### src/rtl/phtime_freq_est.sv
// Recovers a frequency word from two successive (phase, time-count) samples as
// floor(dphase/dt) using a bit-serial restoring divider, one quotient bit per cycle.
module phtime_freq_est #(
   parameter int WIDTH = 27
) (
   input  logic             clk,
   input  logic             reset,
   input  logic [WIDTH-1:0] phase,
   input  logic [WIDTH-1:0] tcnt,
   input  logic             in_valid,
   output logic             in_ready,
   output logic [WIDTH-1:0] freq,
   output logic             freq_valid,
   output logic             err_dt0,
   output logic             primed
);

   localparam int CW = $clog2(WIDTH + 1);

   typedef enum logic [1:0] {
      IDLE = 2'd0,
      DIV  = 2'd1,
      DONE = 2'd2
   } state_t;

   state_t state_reg, state_next;

   logic [WIDTH-1:0] prev_phase_reg;
   logic [WIDTH-1:0] prev_tcnt_reg;
   logic             primed_reg;
   logic [WIDTH-1:0] dividend_reg;
   logic [WIDTH-1:0] divisor_reg;
   logic [WIDTH:0]   rem_reg;
   logic [WIDTH-1:0] quot_reg;
   logic [CW-1:0]    count_reg;
   logic [WIDTH-1:0] freq_reg;
   logic             err_reg;

   logic             accept;
   logic [WIDTH-1:0] dphase;
   logic [WIDTH-1:0] dt;
   logic             dt_zero;
   logic [WIDTH:0]   rem_shift;
   logic             rem_ge;
   logic [WIDTH:0]   rem_next;
   logic [WIDTH-1:0] quot_next;

   // Modular deltas: subtraction in WIDTH bits absorbs a wrap of either counter.
   assign dphase  = phase - prev_phase_reg;
   assign dt      = tcnt - prev_tcnt_reg;
   assign dt_zero = (dt == '0);
   assign accept  = in_valid && (state_reg == IDLE);

   // One restoring-division step: bring down the next dividend bit, try to subtract.
   assign rem_shift = {rem_reg[WIDTH-1:0], dividend_reg[WIDTH-1]};
   assign rem_ge    = (rem_shift >= {1'b0, divisor_reg});
   assign rem_next  = rem_ge ? (rem_shift - {1'b0, divisor_reg}) : rem_shift;
   assign quot_next = {quot_reg[WIDTH-2:0], rem_ge};

   always_ff @(posedge clk) begin
      if (reset) begin
         state_reg <= IDLE;
      end else begin
         state_reg <= state_next;
      end
   end

   always_comb begin
      state_next = state_reg;
      in_ready   = 1'b0;
      freq_valid = 1'b0;
      err_dt0    = 1'b0;
      case (state_reg)
         IDLE: begin
            in_ready = 1'b1;
            if (accept && primed_reg) begin
               state_next = dt_zero ? DONE : DIV;
            end
         end
         DIV: begin
            if (count_reg == '0) begin
               state_next = DONE;
            end
         end
         DONE: begin
            freq_valid = 1'b1;
            err_dt0    = err_reg;
            state_next = IDLE;
         end
         default: begin
            state_next = IDLE;
         end
      endcase
   end

   always_ff @(posedge clk) begin
      if (reset) begin
         prev_phase_reg <= '0;
         prev_tcnt_reg  <= '0;
         primed_reg     <= 1'b0;
         dividend_reg   <= '0;
         divisor_reg    <= '0;
         rem_reg        <= '0;
         quot_reg       <= '0;
         count_reg      <= '0;
         freq_reg       <= '0;
         err_reg        <= 1'b0;
      end else begin
         if (accept) begin
            prev_phase_reg <= phase;
            prev_tcnt_reg  <= tcnt;
            primed_reg     <= 1'b1;
            if (primed_reg) begin
               dividend_reg <= dphase;
               divisor_reg  <= dt;
               rem_reg      <= '0;
               quot_reg     <= '0;
               count_reg    <= CW'(WIDTH - 1);
               err_reg      <= dt_zero;
            end
         end
         if (state_reg == DIV) begin
            dividend_reg <= {dividend_reg[WIDTH-2:0], 1'b0};
            rem_reg      <= rem_next;
            quot_reg     <= quot_next;
            count_reg    <= count_reg - 1'b1;
            // Last step: publish the quotient so it is visible during DONE.
            if (count_reg == '0) begin
               freq_reg <= quot_next;
            end
         end
      end
   end

   assign freq   = freq_reg;
   assign primed = primed_reg;

endmodule

### config.mk
export PLATFORM = sky130hd
export DESIGN_NAME = phtime_freq_est
export DESIGN_NICKNAME = d
export VERILOG_FILES = /design/src/rtl/phtime_freq_est.sv
export SDC_FILE = /design/constraint.sdc
export NUM_CORES = 1
export LEC_CHECK = 0
export CAP_MARGIN = 25
export CORE_MARGIN = 5
export CORE_UTILIZATION = 64
export DETAILED_ROUTE_END_ITERATION = 7
export GPL_TIMING_DRIVEN = 1
export PLACE_DENSITY = 0.89
export SLEW_MARGIN = 20
export SYNTH_ARGS = -nofsm -noshare
export SYNTH_HDL_FRONTEND = slang
export SYNTH_SLANG_ARGS = --single-unit
### constraint.sdc
create_clock -name clk -period 6.5 [get_ports clk]
set_input_delay 1.3 -clock clk [delete_from_list [all_inputs] [get_ports clk]]
set_output_delay 1.3 -clock clk [all_outputs]
set_load 0.03 [all_outputs]
; ---- Yosys cells after proc, flatten, opt, wreduce, memory -nomap -nowiden
; Cells that the tools add are included.
[totals]
wordCells = 53
inputBits = 57
register_bits = 197
[op_classes]
magnitude_cmp = 1
n_addsub = 4
mux = 20
n_reduce_logical = 12
eq_ne = 4
[ops]
columns = operator, n
row1 = 27-bit 2-to-1 mux, 7
row2 = 27-bit subtractor, 3
row3 = 26-bit 2-to-1 mux, 3
row4 = 28-bit by 27-bit >= comparator with 1-bit output, 1
row5 = 27-bit logical NOT, 1
row6 = 5-bit 2-to-1 mux, 3
row7 = 2-bit AND reduction, 4
row8 = 2-bit 2-to-1 mux, 3
row9 = 5-bit logical NOT, 1
row10 = "5-bit by 1-bit subtractor with 5-bit output, second input constant", 1
row11 = 2-bit one-hot mux with 2 select lines, 1
row12 = 2-bit nonzero test, 2
row13 = 1-bit 2-to-1 mux, 3
row14 = "2-bit by 1-bit equality test with 1-bit output, second input constant", 1
row15 = "2-bit equality test, second input constant", 1
row16 = 1-bit logical AND, 2
row17 = 2-bit logical NOT, 1
row18 = "2-bit by 1-bit inequality test with 1-bit output, second input constant", 1
row19 = "2-bit inequality test, second input constant", 1
row20 = 2-bit OR reduction, 1

; ---- Depth between registers and ports, before layout
; Gate-level depths: netlist of the first run.
[logic_depth]
depth_word = 5
depth_mapped = 14
depth_no_buf = 14

; ---- Least setup slack after synthesis of the first run
; Ideal clock, no wire load.
[synth_timing]
path_type = in2reg
startpoint = input tcnt[0]
endpoint = register state_reg[0]
setup_slack_ns = 2.365
path_buffers = 0
t_required_ns = 6.364
arrival_ns = 3.999
setup_time_ns = 0.136
cell_stages = 13
path_cell_list = inv_1 -> ha_1 -> fa_1 -> nand2b_1 -> a211oi_1 -> o2111ai_1 -> and3_1 -> or4b_1 -> nor4_2 -> nand4b_1 -> nor4_1 -> nand4_1 -> o2bb2ai_1
[synth_between]
elab_chain_len = 5
[synth_lines]
columns = item, line
row1 = "start, declared", 9  ; input logic [WIDTH-1:0] tcnt,
row2 = 27-bit subtractor, 50  ; assign dt = tcnt - prev_tcnt_reg;
row3 = 27-bit logical NOT, 51  ; assign dt_zero = (dt == '0);
row4 = 2-bit 2-to-1 mux, 77  ; state_next = dt_zero ? DONE : DIV;
row5 = 2-bit 2-to-1 mux, 76  ; if (accept && primed_reg) begin
row6 = 2-bit one-hot mux with 2 select lines, 73  ; case (state_reg)
row7 = "end signal, assigned", 64  ; state_reg <= state_next;
row8 = "end, declared", 26  ; state_t state_reg, state_next;
; Every way passes these cells. The select of a mux whose other input is x is not followed.
; A chain may end at the register's enable or synchronous reset.

; ---- Final worst setup path of the first run
; Ends and elaborated chain as after synthesis.

==> impl_results.md, run 1 <==
* Status: completed
* Syn-to-layout area delta at 14.1%
* CTS tree: done
* R2R depth at 14
* Worst Setup End Kind: register
* Yosys warnings at 0
* Startpoint Class: primary input
* RSZ-0062 raised after global routing: no
* Io pins at 88
* Initial antenna violation count at 0
* Worst Hold Path Cells at 2
* Max stage delay cell, worst path: or4b_1
* Initial Utilization at 0.645
* Vias at 10600
* Slew margin rel. at 0.300
* Net count, final at 1692
* Fin crit share at 0.707
* Worst IR Drop VDD at 0.242 mV
* # clock sinks at 197
* Filler cell count at 1325
* Max Cap Viol at 0
* Remaining antenna violation count at 0
* Total power at 3.97 mW
* Mapped Cells at 1510
* Number of remaining DRC errors at 0
* Final Hold Violating Endpoints at 0
* Synth unique cells at 66
* Critical Path Fanout Max at 4
* Worst path cell trace: clkdlybuf4s50_1 > inv_1 > ha_1 > fa_1 > nand2b_1 > a211oi_1 > o2111ai_1 > and3_1 > or4b_1 > nor4_2 > nand4b_1 > nor4_1 > nand4_1 > o2bb2ai_1
* Gr usage total at 0.251
* Vias in the first global route at 9764
* Post-synth net total at 1651
* Post-cts gate resize count at 0
* Grt ovf at 0
* Largest net degree at the start of global routing at 92
* Register area share after synthesis at 0.344
* # Post-CTS Setup Buffers at 0
* First drt pass iteration count at 5
* Setup TNS at 0 ns
* Crit path DAT at 4.90 ns
* First-pass GRT wire length at 43800 µm
* # port buffers at 87
* Commonest non-fill, non-tap cell in the layout: nand2_1
* Clock buffer depth at 2
* Most frequent cells in the layout: 311 x nand2_1, 223 x a21oi_1, 197 x dfxtp_1
* Ys async rst share at 0
* LEAKAGE at 5.04 nW
* CTS H-tree depth at 4
* Clk_lat worst skew at 0.45 ns
* Final HPWL from detailed placement at 18200 µm
* Diode count at 0
* Hold Path Class: register to register
* Cts hold-fix bufs at 0
* CP Class: primary input to register
* Multi-input logic area at 6830 µm²
* Mapped Area at 11500 µm²
* Post-Place Cells at 1760
* GPL Wtd Cong at 0.897
* FF+latch count, synth at 197
* Worst-path clk slew at 0.08 ns
* Avg Cell Area, Syn at 7.59 µm²
* EDFF count, synth at 0
* DIE HEIGHT at 144 µm
* Top FF cell, synth: dfxtp_1
* Final hold slack at 0.456 ns
* Max Clk Rate at 0.218 GHz
* Cell Rows at 49
* Share of post-route cells with drive strength above 1 at 0.0384
* CP required at 6.80 ns
* PwrDens at 304 nW/µm²
* Slew Viols, Final at 0
* Core area at 17800 µm²
* WL final at 26400 µm
* WL/cell at 14.7 µm
* Vias per cell at 5.89
* CTS buffer count at 17
* Number of DRC markers in iteration 0 at 721
* # setup viols final at 0
* Final min period at 4.60 ns
* Die width at 144 µm
* Final std cells w/o fill at 1793
* Clock Skew at 0.0168 ns
* Sequential standard cell area at 3940 µm²
* Full die area at 20700 µm²
* Root buffer cell: clkbuf_16
* Worst slew pin tran at 1.05 ns
* Max incr delay on CP at 0.54 ns
==> kinds of logic after synthesis <==
kind of cell,share of synthesized area
flip-flops,0.344
XOR/XNOR,0.0504
multiplexers,0.0202
buffers and inverters,0.0622
adder cells (fa/ha/maj),0.0937
AO/OA/AOI/OAI,0.239
AND/OR/NAND/NOR,0.191
==> layer usage <==
layer  share of wire  up-vias  GRT usage
met1            0.45     4917      0.334
met5               0        -          0
met4           0.023        0     0.0902
met3           0.053       53     0.0386
li1                -     5295          -
met2            0.47      289      0.414
==> cells in the mapped netlist, types with 3 or more instances <==
library cell / count / area share
o21bai_1: 7 / 0.0046
a31oi_1: 10 / 0.0055
buf_1: 7 / 0.0023
mux2i_1: 22 / 0.019
dfxtp_1: 197 / 0.34
o31ai_1: 7 / 0.0046
nand4_1: 7 / 0.0038
a31o_2: 3 / 0.0023
fa_1: 3 / 0.0052
o21a_1: 7 / 0.0046
o21ai_0: 29 / 0.013
nor3_1: 16 / 0.0070
inv_1: 111 / 0.036
ha_1: 81 / 0.088
nand2_1: 312 / 0.10
clkbuf_1: 63 / 0.021
o31a_1: 4 / 0.0031
and2_1: 9 / 0.0049
a21o_1: 33 / 0.022
o22ai_1: 4 / 0.0022
nor4_1: 5 / 0.0027
o21ai_1: 35 / 0.015
buf_2: 3 / 0.0013
xor2_1: 26 / 0.020
a211o_1: 6 / 0.0046
nor2b_1: 9 / 0.0049
xnor2_1: 40 / 0.031
a221o_1: 3 / 0.0026
o2bb2a_1: 7 / 0.0061
a21oi_1: 223 / 0.097
a211oi_1: 9 / 0.0059
a22o_1: 6 / 0.0046
or2_2: 4 / 0.0022
nor3b_1: 5 / 0.0033
o211ai_1: 6 / 0.0039
nor2_1: 63 / 0.021
and3_1: 8 / 0.0044
a22oi_1: 19 / 0.012
nand2b_1: 12 / 0.0066
a221oi_1: 9 / 0.0069
or3_1: 7 / 0.0038
nand3_1: 43 / 0.019
==> area by class of cell <==
class / count / area share
inverter: 111 / 0.0319
clock buffer: 17 / 0.0325
multi-input combinational: 1127 / 0.522
tap: 229 / 0.0219
timing repair buffer: 97 / 0.0733
sequential: 197 / 0.302
clock inverter: 15 / 0.0166
==> stage by stage <==
stage                     utilization  worst slack, ns  area (µm²)
final                           0.735             1.90       13100
after global placement          0.697             1.54       12400
after detailed placement        0.698             1.48       12400
after floorplan                     -             2.37       11500
after global routing            0.735             1.60       13100
after CTS                       0.734             1.92       13100
==> power breakdown <==
part | internal [mW] | switching, mW
clock network | 0.568 | 0.555
registers | 1.28 | 0.0461
logic | 0.648 | 0.876
total | 2.49 | 1.48
==> worst paths after layout <==
path	from	end	slack, ns
setup reg to reg	dividend_reg[26]$_SDFFE_PP0P_	rem_reg[25]$_SDFFE_PP0P_	2.34
hold reg to reg	prev_tcnt_reg[18]$_SDFFE_PP0P_	prev_tcnt_reg[18]$_SDFFE_PP0P_	0.46
setup / recovery	tcnt[0]	state_reg[0]$_SDFFE_PP0P_	1.90
hold / removal	prev_tcnt_reg[18]$_SDFFE_PP0P_	prev_tcnt_reg[18]$_SDFFE_PP0P_	0.46
==> worst max-delay path, delay by kind of cell <==
kind | cells | cell delay [ns]
AND/OR/NAND/NOR | 7 | 1.71
AO/OA/AOI/OAI | 3 | 0.76
adder cells (fa/ha/maj) | 2 | 0.60
buffers and inverters | 2 | 0.51
Note: power is estimated with default switching activity, not from simulation.
==> run 2, diff against run 1 <==
--- a/config.mk
+++ b/config.mk
@@ -7,10 +7,10 @@
 export LEC_CHECK = 0
 export CAP_MARGIN = 25
 export CORE_MARGIN = 5
-export CORE_UTILIZATION = 64
+export CORE_UTILIZATION = 54
 export DETAILED_ROUTE_END_ITERATION = 7
 export GPL_TIMING_DRIVEN = 1
-export PLACE_DENSITY = 0.89
+export PLACE_DENSITY = 0.81
 export SLEW_MARGIN = 20
 export SYNTH_ARGS = -nofsm -noshare
 export SYNTH_HDL_FRONTEND = slang
==> constraint.sdc (replaced) <==
create_clock -name clk -period 3.78 [get_ports clk]
set_input_delay 0.756 -clock clk [delete_from_list [all_inputs] [get_ports clk]]
set_output_delay 0.756 -clock clk [all_outputs]
set_load 0.03 [all_outputs]
==> run 2 against run 1 <==
Net effect:
- sequential power grew 72%
- largest cell class unchanged
- sequential cell count stayed put
- register-to-register slack worse by 2.0 ns
- non-clock buffer count up 79
- first-iteration DRC count fell by 11%
- worst setup slack got worse by 1.8 ns
- clock power up 62%
- global-route usage fell by 3.7 points
- combinational power up 86%
- routed wire length is 0.14% higher
- critical endpoint unchanged
- die area rose by 17%
- sequential share of layout area down 1.6 points
==> impl_results.md, run 2 (same netlist as run 1, synthesis figures left out) <==
* Status: completed
* Largest net degree at the start of global routing at 88 (-4.3%)
* Final HPWL from detailed placement at 19000 µm (+4.2%)
* Share of post-route cells with drive strength above 1 at 0.0943 (+0.0560)
* CTS tree: done
* Filler cell count at 1789 (+35%)
* Worst slew pin tran at 0.943 ns (-0.103 ns)
* Initial antenna violation count at 0 (unchanged)
* Number of DRC markers in iteration 0 at 643 (-11%)
* Remaining antenna violation count at 0 (unchanged)
* Vias per cell at 5.53 (-6.1%)
* Clock buffer depth at 2 (unchanged)
* CTS buffer count at 17 (unchanged)
* Io pins at 88 (unchanged)
* Grt ovf at 0 (unchanged)
* CTS H-tree depth at 4 (unchanged)
* Clk pwr share at 0.263 (-0.020)
* Clock Skew at 0.0117 ns (-0.00508 ns)
* Vias at 10600 (+0.45%)
* Setup WS pre-CTS at -0.654 ns (-2.13 ns)
* # port buffers at 87 (unchanged)
* WL final at 26500 µm (+0.14%)
* Setup TNS at 0 ns (unchanged)
* Clk_lat worst skew at 0.45 ns (about the same)
* Switching share of power at 0.365 (-0.00745)
* Total power at 6.90 mW (+74%)
* Final Hold Violating Endpoints at 0 (unchanged)
* Cell Rows at 53 (+8.2%)
* GPL Wtd Cong at 0.914 (+2.0%)
* First drt pass iteration count at 6 (+1)
* Max Clk Rate at 0.273 GHz
* LEAKAGE at 5.42 nW (+7.6%)
* Worst-path clk slew at 0.07 ns (about the same)
* Most frequent cells in the layout: 311 x nand2_1, 221 x a21oi_1, 197 x dfxtp_1
* Startpoint Class: primary input
* Hold Path Class: register to register
* Pint at 4.39 mW (+76%)
* Final std cells w/o fill at 1918 (+7.0%)
* Net switching power figure at 2.52 mW (+70%)
* Slew margin rel. at 0.372 (+0.0714)
* Worst IR Drop VDD at 0.379 mV (+57%)
* Diode count at 0 (unchanged)
* Full die area at 24200 µm² (+17%)
* PwrDens at 500 nW/µm² (+65%)
* Reg power frac at 0.329 (-0.004)
* First-pass GRT wire length at 44600 µm (+1.8%)
* Gr usage total at 0.214 (-0.0371)
* Root buffer cell: clkbuf_16
* Layout Utilization at 0.659 (-0.0764)
* Number of remaining DRC errors at 0 (unchanged)
* Initial Utilization at 0.547 (-0.0977)
* Max Cap Viol at 0 (unchanged)
* Worst Setup End Kind: register
* # setup viols final at 0 (unchanged)
* CP Class: primary input to register
* Slew Viols, Final at 0 (unchanged)
* Crit path DAT at 3.96 ns (-0.94 ns)
* Vias in the first global route at 9930 (+1.7%)
* Post-Place Cells at 1884 (+7.0%)
* DIE HEIGHT at 156 µm (+8.3%)
* Net count, final at 1771 (+4.7%)
* Commonest non-fill, non-tap cell in the layout: nand2_1
* # clock sinks at 197 (unchanged)
* Setup ws final at 0.121 ns (-1.78 ns)
* Die width at 156 µm (+8.3%)
* WL/cell at 13.8 µm (-6.4%)
* Critical Path Fanout Max at 3 (-1)
* Cts hold-fix bufs at 0 (unchanged)
* Syn-to-layout area delta at 20.5%
* Final min period at 3.66 ns
* Combinational power share at 0.408 (+0.024)
* Fin crit share at 0.968
* CP required at 4.08 ns (-2.72 ns)
* Core area at 21000 µm² (+18%)
-- run 2: cell types whose count changed in the layout (fill, tap and decap cells not counted), moves of 3 or more --
cell,previous run,this run
buf_4,9,89
clkdlybuf4s50_1,86,83
ha_1,81,77
ha_4,0,3
inv_6,0,6
inv_8,5,1
nor2_1,63,60
nor2_2,0,3
-- run 2: what timing repair did --
item	in CTS	in global routing
resized for setup	13	12
gates cloned	0	0
pin swaps	11	9
setup buffers	0	3
endpoints found under the setup margin	3	6
-- run 2: final timing paths --
path,start,to,slack (ns),depth (start not counted)
worst max-delay path,tcnt[1],state_reg[0]$_SDFFE_PP0P_,0.12,14
worst min-delay path,freq[21]$_SDFFE_PP0P_,freq[21]$_SDFFE_PP0P_,0.45,2
worst max register to register,dividend_reg[26]$_SDFFE_PP0P_,rem_reg[14]$_SDFFE_PP0P_,0.32,14
worst min register to register,freq[21]$_SDFFE_PP0P_,freq[21]$_SDFFE_PP0P_,0.45,2
-- run 2: critical path: stages --
cell and delay, ns:
clkdlybuf4s50_1 0.42, buf_4 0.14, ha_1 0.29, nand2b_1 0.14, buf_4 0.13, a21oi_1 0.06
xnor2_1 0.30, nand3_1 0.16, or4b_4 0.57, nor4_4 0.15, nand4b_1 0.19, nor4_4 0.25
nand4_1 0.21, o2bb2ai_1 0.18
-- run 2: layout make-up --
cell class,instances,area [µm²],share of cell area
multi-input cells,1127,6960,0.504
clock buffers,19,443,0.0321
flip-flops and latches,197,3940,0.286
repair buffers,176,1550,0.112
well taps,275,344,0.0249
inverters,111,417,0.0302
clock inverters,13,153,0.0111
-- run 2: per-stage QoR --
step                      hold WS, ns  instance area [µm²]
after floorplan                 0.432                11500
after global placement          0.442                13100
after detailed placement        0.447                13100
after CTS                       0.457                13700
after global routing            0.474                13800
final                           0.455                13800
-- run 2: metal layers --
metal / part of all wire / track usage
met1: 0.48 / 0.289
met3: 0.038 / 0.0277
met4: 0.020 / 0.0713
met5: 0 / 0
met2: 0.46 / 0.354
-- run 2: power by group through the flow --
stage,combinational [mW],sequential (mW),clock (mW)
3_5_place_dp,2.73,2.32,0
2_1_floorplan,2.04,2.30,0
3_3_place_gp,2.66,2.31,0
6_report,2.82,2.27,1.81
5_1_grt,3.07,2.29,1.93
4_1_cts,2.76,2.27,1.84
